File: src/rtl/mips_bus_arbiter_pkg.sv
// Shared types for the two-master Avalon-MM arbiter: owner encoding and the
// round-robin pointer.
package mips_bus_arbiter_pkg;

  typedef enum logic [1:0] {
    OWNER_NONE = 2'd0,
    OWNER_M0   = 2'd1,
    OWNER_M1   = 2'd2
  } owner_t;

  // Last master to finish (or time out) a transfer; it loses the next tie.
  typedef enum logic {
    RR_M0 = 1'b0,
    RR_M1 = 1'b1
  } rr_t;

  function automatic rr_t rr_of(input owner_t o);
    return (o == OWNER_M1) ? RR_M1 : RR_M0;
  endfunction

endpackage

File: src/rtl/mips_bus_arbiter_if.sv
// One Avalon-MM link (address/strobes/data out of the master, stall and read
// data back). The arbiter takes two slave-side links and one master-side link.
interface mips_bus_arbiter_if;
  logic [31:0] address;
  logic        read;
  logic        write;
  logic [31:0] writedata;
  logic [3:0]  byteenable;
  logic        waitrequest;
  logic [31:0] readdata;

  modport master (
    output address, read, write, writedata, byteenable,
    input  waitrequest, readdata
  );

  modport slave (
    input  address, read, write, writedata, byteenable,
    output waitrequest, readdata
  );
endinterface

File: src/rtl/mips_bus_arbiter_rr_select.sv
// Combinational round-robin picker used while the bus is idle: a lone requester
// wins outright, a tie goes to whichever master did not own the bus last.
module bus_rr_select
  import mips_bus_arbiter_pkg::*;
(
  input  logic   m0_req_i,
  input  logic   m1_req_i,
  input  rr_t    last_owner_i,
  output owner_t owner_o
);

  always_comb begin
    owner_o = OWNER_NONE;
    if (m0_req_i && m1_req_i)
      owner_o = (last_owner_i == RR_M1) ? OWNER_M0 : OWNER_M1;
    else if (m0_req_i)
      owner_o = OWNER_M0;
    else if (m1_req_i)
      owner_o = OWNER_M1;
  end

endmodule

File: src/rtl/mips_bus_arbiter.sv
// Two-master arbiter for a single Avalon-MM slave: whole-transfer round-robin
// grants, per-master read-data hold registers and an optional stall timeout.
module mips_bus_arbiter
  import mips_bus_arbiter_pkg::*;
#(
  parameter int unsigned TIMEOUT_CYCLES = 0
) (
  input  logic                clk,
  input  logic                reset,
  mips_bus_arbiter_if.slave   m0,
  mips_bus_arbiter_if.slave   m1,
  mips_bus_arbiter_if.master  s,
  output logic                bus_error
);

  localparam int CNT_W = (TIMEOUT_CYCLES > 1) ? $clog2(TIMEOUT_CYCLES) : 1;

  owner_t             owner_q, owner_d, pick;
  rr_t                last_q, last_d;
  logic [CNT_W-1:0]   stall_cnt_q, stall_cnt_d;
  logic               err_q, err_d;
  logic [31:0]        hold0_q, hold0_d, hold1_q, hold1_d;
  logic               m0_req, m1_req, cur_req;
  logic               done, timeout, take0, take1;

  assign m0_req  = m0.read | m0.write;
  assign m1_req  = m1.read | m1.write;
  assign cur_req = (owner_q == OWNER_M0) ? m0_req : m1_req;

  bus_rr_select u_sel (
    .m0_req_i     (m0_req),
    .m1_req_i     (m1_req),
    .last_owner_i (last_q),
    .owner_o      (pick)
  );

  // Slave mux: idle bus drives all zeros.
  always_comb begin
    s.address    = '0;
    s.read       = 1'b0;
    s.write      = 1'b0;
    s.writedata  = '0;
    s.byteenable = '0;
    unique case (owner_q)
      OWNER_M0: begin
        s.address    = m0.address;
        s.read       = m0.read;
        s.write      = m0.write;
        s.writedata  = m0.writedata;
        s.byteenable = m0.byteenable;
      end
      OWNER_M1: begin
        s.address    = m1.address;
        s.read       = m1.read;
        s.write      = m1.write;
        s.writedata  = m1.writedata;
        s.byteenable = m1.byteenable;
      end
      default: ;
    endcase
  end

  assign m0.waitrequest = (owner_q == OWNER_M0) ? s.waitrequest : 1'b1;
  assign m1.waitrequest = (owner_q == OWNER_M1) ? s.waitrequest : 1'b1;

  assign done    = (owner_q != OWNER_NONE) & (s.read | s.write) & ~s.waitrequest;
  assign timeout = (TIMEOUT_CYCLES != 0) && (owner_q != OWNER_NONE) && s.waitrequest &&
                   (stall_cnt_q == CNT_W'(TIMEOUT_CYCLES - 1));

  // Read word is passed through in the done cycle and held for the next one.
  assign take0 = done & (owner_q == OWNER_M0) & s.read;
  assign take1 = done & (owner_q == OWNER_M1) & s.read;
  assign m0.readdata = take0 ? s.readdata : hold0_q;
  assign m1.readdata = take1 ? s.readdata : hold1_q;
  assign hold0_d = take0 ? s.readdata : hold0_q;
  assign hold1_d = take1 ? s.readdata : hold1_q;

  always_comb begin
    owner_d = owner_q;
    last_d  = last_q;
    err_d   = err_q;
    if (owner_q == OWNER_NONE) begin
      owner_d = pick;
    end else if (done) begin
      owner_d = OWNER_NONE;
      last_d  = rr_of(owner_q);
    end else if (!cur_req) begin
      // Abandoned transfer does not count as this master's turn.
      owner_d = OWNER_NONE;
    end else if (timeout) begin
      owner_d = OWNER_NONE;
      last_d  = rr_of(owner_q);
      err_d   = 1'b1;
    end
  end

  always_comb begin
    stall_cnt_d = stall_cnt_q;
    if (owner_d != owner_q)
      stall_cnt_d = '0;
    else if ((owner_q != OWNER_NONE) && s.waitrequest)
      stall_cnt_d = stall_cnt_q + 1'b1;
  end

  always_ff @(posedge clk) begin
    if (reset) begin
      owner_q     <= OWNER_NONE;
      last_q      <= RR_M1;
      stall_cnt_q <= '0;
      err_q       <= 1'b0;
      hold0_q     <= '0;
      hold1_q     <= '0;
    end else begin
      owner_q     <= owner_d;
      last_q      <= last_d;
      stall_cnt_q <= stall_cnt_d;
      err_q       <= err_d;
      hold0_q     <= hold0_d;
      hold1_q     <= hold1_d;
    end
  end

  assign bus_error = err_q;

endmodule

File: src/flat_wrapper.sv
// flat-port wrapper written by rule: the top's interface ports become plain ports
module mips_bus_arbiter_flat import mips_bus_arbiter_pkg::*;
#(
  parameter int unsigned TIMEOUT_CYCLES = 0
)
  (clk, reset, bus_error, m0_address, m0_read, m0_write, m0_writedata, m0_byteenable, m0_waitrequest, m0_readdata, m1_address, m1_read, m1_write, m1_writedata, m1_byteenable, m1_waitrequest, m1_readdata, s_address, s_read, s_write, s_writedata, s_byteenable, s_waitrequest, s_readdata);
  mips_bus_arbiter_if m0_i ();
  mips_bus_arbiter_if m1_i ();
  mips_bus_arbiter_if s_i ();
  input  logic clk;
  input  logic reset;
  output logic bus_error;
  input wire logic [$bits(m0_i.address)-1:0] m0_address;
  input wire logic [$bits(m0_i.read)-1:0] m0_read;
  input wire logic [$bits(m0_i.write)-1:0] m0_write;
  input wire logic [$bits(m0_i.writedata)-1:0] m0_writedata;
  input wire logic [$bits(m0_i.byteenable)-1:0] m0_byteenable;
  output wire logic [$bits(m0_i.waitrequest)-1:0] m0_waitrequest;
  output wire logic [$bits(m0_i.readdata)-1:0] m0_readdata;
  input wire logic [$bits(m1_i.address)-1:0] m1_address;
  input wire logic [$bits(m1_i.read)-1:0] m1_read;
  input wire logic [$bits(m1_i.write)-1:0] m1_write;
  input wire logic [$bits(m1_i.writedata)-1:0] m1_writedata;
  input wire logic [$bits(m1_i.byteenable)-1:0] m1_byteenable;
  output wire logic [$bits(m1_i.waitrequest)-1:0] m1_waitrequest;
  output wire logic [$bits(m1_i.readdata)-1:0] m1_readdata;
  output wire logic [$bits(s_i.address)-1:0] s_address;
  output wire logic [$bits(s_i.read)-1:0] s_read;
  output wire logic [$bits(s_i.write)-1:0] s_write;
  output wire logic [$bits(s_i.writedata)-1:0] s_writedata;
  output wire logic [$bits(s_i.byteenable)-1:0] s_byteenable;
  input wire logic [$bits(s_i.waitrequest)-1:0] s_waitrequest;
  input wire logic [$bits(s_i.readdata)-1:0] s_readdata;
  assign m0_i.address = m0_address;
  assign m0_i.read = m0_read;
  assign m0_i.write = m0_write;
  assign m0_i.writedata = m0_writedata;
  assign m0_i.byteenable = m0_byteenable;
  assign m0_waitrequest = m0_i.waitrequest;
  assign m0_readdata = m0_i.readdata;
  assign m1_i.address = m1_address;
  assign m1_i.read = m1_read;
  assign m1_i.write = m1_write;
  assign m1_i.writedata = m1_writedata;
  assign m1_i.byteenable = m1_byteenable;
  assign m1_waitrequest = m1_i.waitrequest;
  assign m1_readdata = m1_i.readdata;
  assign s_address = s_i.address;
  assign s_read = s_i.read;
  assign s_write = s_i.write;
  assign s_writedata = s_i.writedata;
  assign s_byteenable = s_i.byteenable;
  assign s_i.waitrequest = s_waitrequest;
  assign s_i.readdata = s_readdata;
  mips_bus_arbiter #(.TIMEOUT_CYCLES(TIMEOUT_CYCLES)) u_core (.clk(clk), .reset(reset), .m0(m0_i), .m1(m1_i), .s(s_i), .bus_error(bus_error));
endmodule
File: config.mk
export PLATFORM = sky130hd
export DESIGN_NAME = mips_bus_arbiter_flat
export DESIGN_NICKNAME = d
export VERILOG_FILES = /design/src/rtl/mips_bus_arbiter_pkg.sv /design/src/rtl/mips_bus_arbiter_if.sv /design/src/rtl/mips_bus_arbiter_rr_select.sv /design/src/rtl/mips_bus_arbiter.sv /design/src/flat_wrapper.sv
export SDC_FILE = /design/constraint.sdc
export NUM_CORES = 1
export LEC_CHECK = 0
export ABC_AREA = 1
export ABC_CLOCK_PERIOD_IN_PS = 1600
export BUFFER_PORTS_ARGS = -buffer_cell sky130_fd_sc_hd__buf_2
export CORE_AREA = 2 2 120 122
export DETAILED_ROUTE_END_ITERATION = 7
export DIE_AREA = 0 0 122 124
export GPL_TIMING_DRIVEN = 0
export PLACE_DENSITY = 0.72
export SLEW_MARGIN = 5
export SYNTH_ARGS = -nofsm -noshare
export SYNTH_HDL_FRONTEND = slang
export SYNTH_SLANG_ARGS = --single-unit
File: constraint.sdc
create_clock -name clk -period 1.6 [get_ports clk]
set_input_delay 0.16 -clock clk [delete_from_list [all_inputs] [get_ports clk]]
set_output_delay 0.16 -clock clk [all_outputs]
set_load 0.02 [all_outputs]
Word level (Yosys, flattened, before mapping)
Cells that the tools add are included.
Cells by class
  muxes and demuxes: 18
  reduce and logical (&&, ||, !) cells: 4
  bitwise operators: 11
  equality and inequality tests: 3
Operators by type and width (count)
  32-bit one-hot mux with 2 select lines: 2
  32-bit 2-to-1 mux: 2
  2-bit 2-to-1 mux: 7
  4-bit one-hot mux with 2 select lines: 1
  1-bit AND: 6
  1-bit 2-to-1 mux: 4
  1-bit one-hot mux with 2 select lines: 2
  3-bit != test (second input constant): 1
  1-bit bitwise OR: 3
  2-bit by 1-bit equality test with 1-bit output (second input constant): 1
  2-bit equality test (second input constant): 1
  2-bit logical NOT: 1
  1-bit inverter: 2
  2-bit AND reduction: 1
  2-bit nonzero test: 1
  1-bit logical AND: 1
Word-level totals
  register bits after elaboration: 67

Depth between registers and ports, before layout
  depth in word-level cells: 8
  gate-level depth with buffers: 13
  gate-level depth less buffers: 11

Hierarchy
A second synthesis with hierarchy kept.
Unflattened totals
  cells, all modules: 714
  area total of the unflattened synthesis: 4028.9 um^2
Modules (own cells, without submodules)
  mips_bus_arbiter: cells an instance 709, sequential area each 1341.3 um^2, area each 4007.6 um^2, times used 1
  bus_rr_select: cells an instance 5, sequential area each 0.0 um^2, area each 21.3 um^2, times used 1

Worst setup path before layout
OpenSTA, ideal clock, no wires.
  path kind: register to output
  start point: register u_core.owner_q[0]
  end point: output m0_readdata[22]
  path slack: -178 ps
  stages on the path, launching flop included: 12
  arrival: 1618 ps
  path through: dfxtp_1 > inv_1 > ha_1 > buf_4 > nand2_1 > nand2_1 > nand2_2 > inv_2 > nand3_4 > buf_2 > o21ai_1 > inv_1
On the way
  longest elaborated chain between the ends: 8
RTL lines
  from (decl): RTL line mips_bus_arbiter.sv:18  | owner_t owner_q, owner_d, pick;
  from (signal assigned): RTL line mips_bus_arbiter.sv:114  | owner_q <= owner_d;
  2-bit equality test or 2-bit by 1-bit equality test with 1-bit output (tied branches): RTL line mips_bus_arbiter.sv:44  | unique case (owner_q)
  1-bit one-hot mux with 2 select lines (*): RTL line mips_bus_arbiter.sv:44
  via s_read: RTL line flat_wrapper.sv:28  | output wire logic [$bits(s_i.read)-1:0] s_read;
  1-bit bitwise OR: RTL line mips_bus_arbiter.sv:66  | assign done = (owner_q != OWNER_NONE) & (s.read | s.write) & ~s.waitrequest;
  1-bit AND (2 in series): RTL line mips_bus_arbiter.sv:66
  1-bit AND: RTL line mips_bus_arbiter.sv:71  | assign take0 = done & (owner_q == OWNER_M0) & s.read;
  1-bit AND (*): RTL line mips_bus_arbiter.sv:71
  32-bit 2-to-1 mux (*): RTL line mips_bus_arbiter.sv:73  | assign m0.readdata = take0 ? s.readdata : hold0_q;
  to (decl): RTL line flat_wrapper.sv:19  | output wire logic [$bits(m0_i.readdata)-1:0] m0_readdata;
The timed path passes the listed nets; every way through them passes the cells marked *.

Worst setup path after layout
  start point: register u_core.owner_q[0]
  end point: register u_core.hold1_q[16]
On the way
  longest elaborated chain between the ends: 8
RTL lines
  2-bit equality test or 2-bit by 1-bit equality test with 1-bit output (tied branches): RTL line mips_bus_arbiter.sv:44, mips_bus_arbiter.sv:72
  1-bit one-hot mux with 2 select lines: RTL line mips_bus_arbiter.sv:44
  1-bit bitwise OR: RTL line mips_bus_arbiter.sv:66
  1-bit AND (2 in series): RTL line mips_bus_arbiter.sv:66
  1-bit AND: RTL line mips_bus_arbiter.sv:72  | assign take1 = done & (owner_q == OWNER_M1) & s.read;
  1-bit AND (*): RTL line mips_bus_arbiter.sv:72
  32-bit 2-to-1 mux (*)
  to (signal assigned): RTL line mips_bus_arbiter.sv:119  | hold1_q <= hold1_d;
  to (decl): RTL line mips_bus_arbiter.sv:22  | logic [31:0] hold0_q, hold0_d, hold1_q, hold1_d;
Every way passes the cells marked *; elsewhere a longest branch is shown, timed or not.
A chain may end at the register's enable or synchronous reset.

==> flow_metrics.tcl <==
set metrics [dict create \
    status "finished with violations" \
    failed_checks "negative setup slack" \
    ff2ff_setup_slack_ps -690 \
    crit_top_cell "buf_4" \
    area_growth_pct 103 \
    period_share 1.43 \
    worstSetupPathType "reg -> reg" \
    num_vias 5935 \
    synth_seq_area_share 0.317 \
    dr.pass1.iters 5 \
    die_w_um 122 \
    viasPerCell 4.56 \
    total_power_mw 6.03 \
    period_minus_slack_ps 2290 \
    grt_pass1_vias 5408 \
    rsz0062_at_grt "true" \
    gp_congestion 0.886 \
    drt-initial-drc-count 269 \
    drc 0 \
    cts-root-buf "clkbuf_16" \
    hold_class "in -> reg" \
    fin_ws_ps -694 \
    io_buffers 309 \
    clk_path_buf_depth 2 \
    syn-instance-count 743 \
    place_hpwl_mm 14.3 \
    die_area_um2 15100 \
    grt_start_max_net_pins 13 \
    yosysWarnings 0 \
    clk_pin_slew_ps 60 \
    cts_hold_buf 0 \
    synth_top_area_share 0.317 \
    yosys_register_bits 67 \
    worst_pin_slew_ps 501 \
    arrival_ps 2560 \
    path_buf_inv 9 \
    grt_usage 0.244 \
    fp.dieH_um 124 \
    rows 43 \
    antenna_found_initial 0 \
    grt_pass1_wl_mm 28.0 \
    internal_power_mw 4.02 \
    power_switching_mw 2.01 \
    slew_viol_final 0 \
    wire_per_inst_um 15.8 \
    peakVddDrop_mv 0.457 \
    worstPathMaxFanout 10 \
    finClkSkew_ps 7.05 \
    p_clk_frac 0.348 \
    crit_chain "inv_4 > buf_6 > ha_4 > nand2_4 > inv_4 > nand4_4 > buf_6 > nand2_1 > nand2_4 > buf_4 > buf_4 > buf_4 > buf_4 > buf_4 > nor2_2" \
    start_kind "register" \
    cts_buffers 9 \
    finalHoldViolCount 0 \
    floorplan.core_area_um2 13700 \
    swShare 0.334 \
    cp.required_ps 1870 \
    antenna_left 0 \
    critical-path-top-delay-family "buffers and inverters" \
    syn_area_um2 4240 \
    max_cap_violations 0 \
    final_util 0.625 \
    ios 312 \
    worst_path_largest_cell_delay_ps 370 \
    wl_mm 20.6 \
    max_freq_ghz 0.436 \
    synth_cell_types 23 \
    synth_nets 921 \
    endpoint_kind "register" \
    finish.net_count 1295 \
    grt_overflow 0 \
    cp_slowest_cell "dfxtp_4" \
    synth_area_leader_cell "dfxtp_1" \
    combPwrFrac 0.371 \
    maxSlewHeadroom 0.666 \
    ys_top_cells_by_area "dfxtp_1 (32%), nand2_1 (25%), inv_1 (15%), a21oi_1 (8.5%), nor2_1 (6.1%)" \
    p_leak_nw 4.62 \
    seqPwrFrac 0.281 \
    htree_levels 3 \
    drive_above_1_share 0.583 \
    clock_sinks 67 \
    setup_violations 200 \
    diodes 0 \
    p_per_area_nw_per_um2 703 \
    insertion_delay_ps 330 \
    syn_avg_cell_area_um2 5.70 \
    start_util 0.309 \
    cts_tree "done" \
]
final timing paths:
check / start / to / depth (start not counted)
hold reg to reg: u_core.last_q / u_core.last_q / 2
setup reg to reg: u_core.owner_q[0] / u_core.hold1_q[16] / 15
hold / removal: s_readdata[20] / u_core.hold0_q[20] / 3
setup / recovery: u_core.owner_q[0] / u_core.hold1_q[16] / 15
cells by family (layout without fill, tap and decap cells):
| family | after synthesis | after routing | synth area share |
|---|---|---|---|
| buffers and inverters | 210 | 587 | 0.197 |
| other | 1 | 1 | 0.000885 |
| AOI/OAI and AO/OA | 105 | 105 | 0.149 |
| DFF | 67 | 67 | 0.317 |
| and+or+nand+nor | 357 | 358 | 0.327 |
| adders and majority gates | 3 | 3 | 0.00886 |
metrics by stage:
stage | worst slack [ps] | instances | setup TNS (ps) | area [um2] | hold slack (ps)
finish | -694 | 1301 | -77960 | 8580 | 97.5
global route | -767 | 1301 | -89500 | 8580 | 115
floorplan | -97.0 | 743 | -5360 | 4460 | 305
global placement | -506 | 1232 | -54180 | 6230 | 433
detailed placement | -508 | 1232 | -56960 | 6230 | 435
CTS | -674 | 1284 | -72820 | 7610 | 86.2
state kept, by name (all words and copies together), names as in the netlist:
signal / cells
u_core.hold0_q: 32
u_core.hold1_q: 32
u_core.last_q: 1
u_core.owner_q: 2
cell type report:
| cell class | count | area [um2] |
|---|---|---|
| Inverter | 167 | 639 |
| Multi-Input combinational cell | 467 | 2970 |
| Timing Repair Buffer | 362 | 2540 |
| Sequential cell | 67 | 1350 |
| Tap cell | 180 | 225 |
| Clock buffer | 9 | 225 |
| Fill cell | 1174 | 5140 |
| Buffer | 43 | 537 |
| Clock inverter | 6 | 90.1 |
synthesized netlist by cell type:
cell type  number
nand4_2         1
inv_2           2
buf_1           2
nand3_2         1
buf_2          11
nand2_2         2
a21oi_1        72
nand3_1         2
nor2_1         69
buf_6           3
or2_2           1
o21ai_1         4
o21ai_0         1
inv_1         165
ha_1            3
nor2_4          1
nand2_1       279
buf_4           3
dfxtp_1        67
nand3_4         1
clkbuf_1       24
o21ai_2        28
conb_1          1
layer usage:
layer  GRT usage  share of wire
met2       0.431           0.50
met5           0              0
met4      0.0934          0.045
met1       0.269           0.36
met3      0.0865          0.095
timing repair:
item | in CTS | in global routing
setup buffers | 33 | 14
resized for setup | 228 | 209
pin swaps | 11 | 17
endpoints found under the setup margin | 200 | 200
gates cloned | 5 | 3
power by group through the flow:
stage	logic [mW]	registers, mW	clock network (mW)
3_5_place_dp	1.31	1.72	0
5_1_grt	2.34	1.69	2.22
4_1_cts	1.73	1.69	2.14
3_3_place_gp	1.30	1.72	0
6_report	2.24	1.69	2.10
2_1_floorplan	0.743	1.72	0
layout by cell type, fill, tap and decap left out, types with 25 or more instances in the layout:
master and n:
dfxtp_1 65, nand2_4 25, buf_2 215, nor2_1 66, inv_1 99, buf_4 73, a21oi_4 38, o21ai_2 29
nand2_2 40, nand2_1 216, buf_6 80, inv_2 64
worst min-delay path, stage by stage:
cell and delay (ps):
buf_2 100, o21ai_2 70, nor2_1 70
No activity file was read; power rests on OpenSTA's default activity.
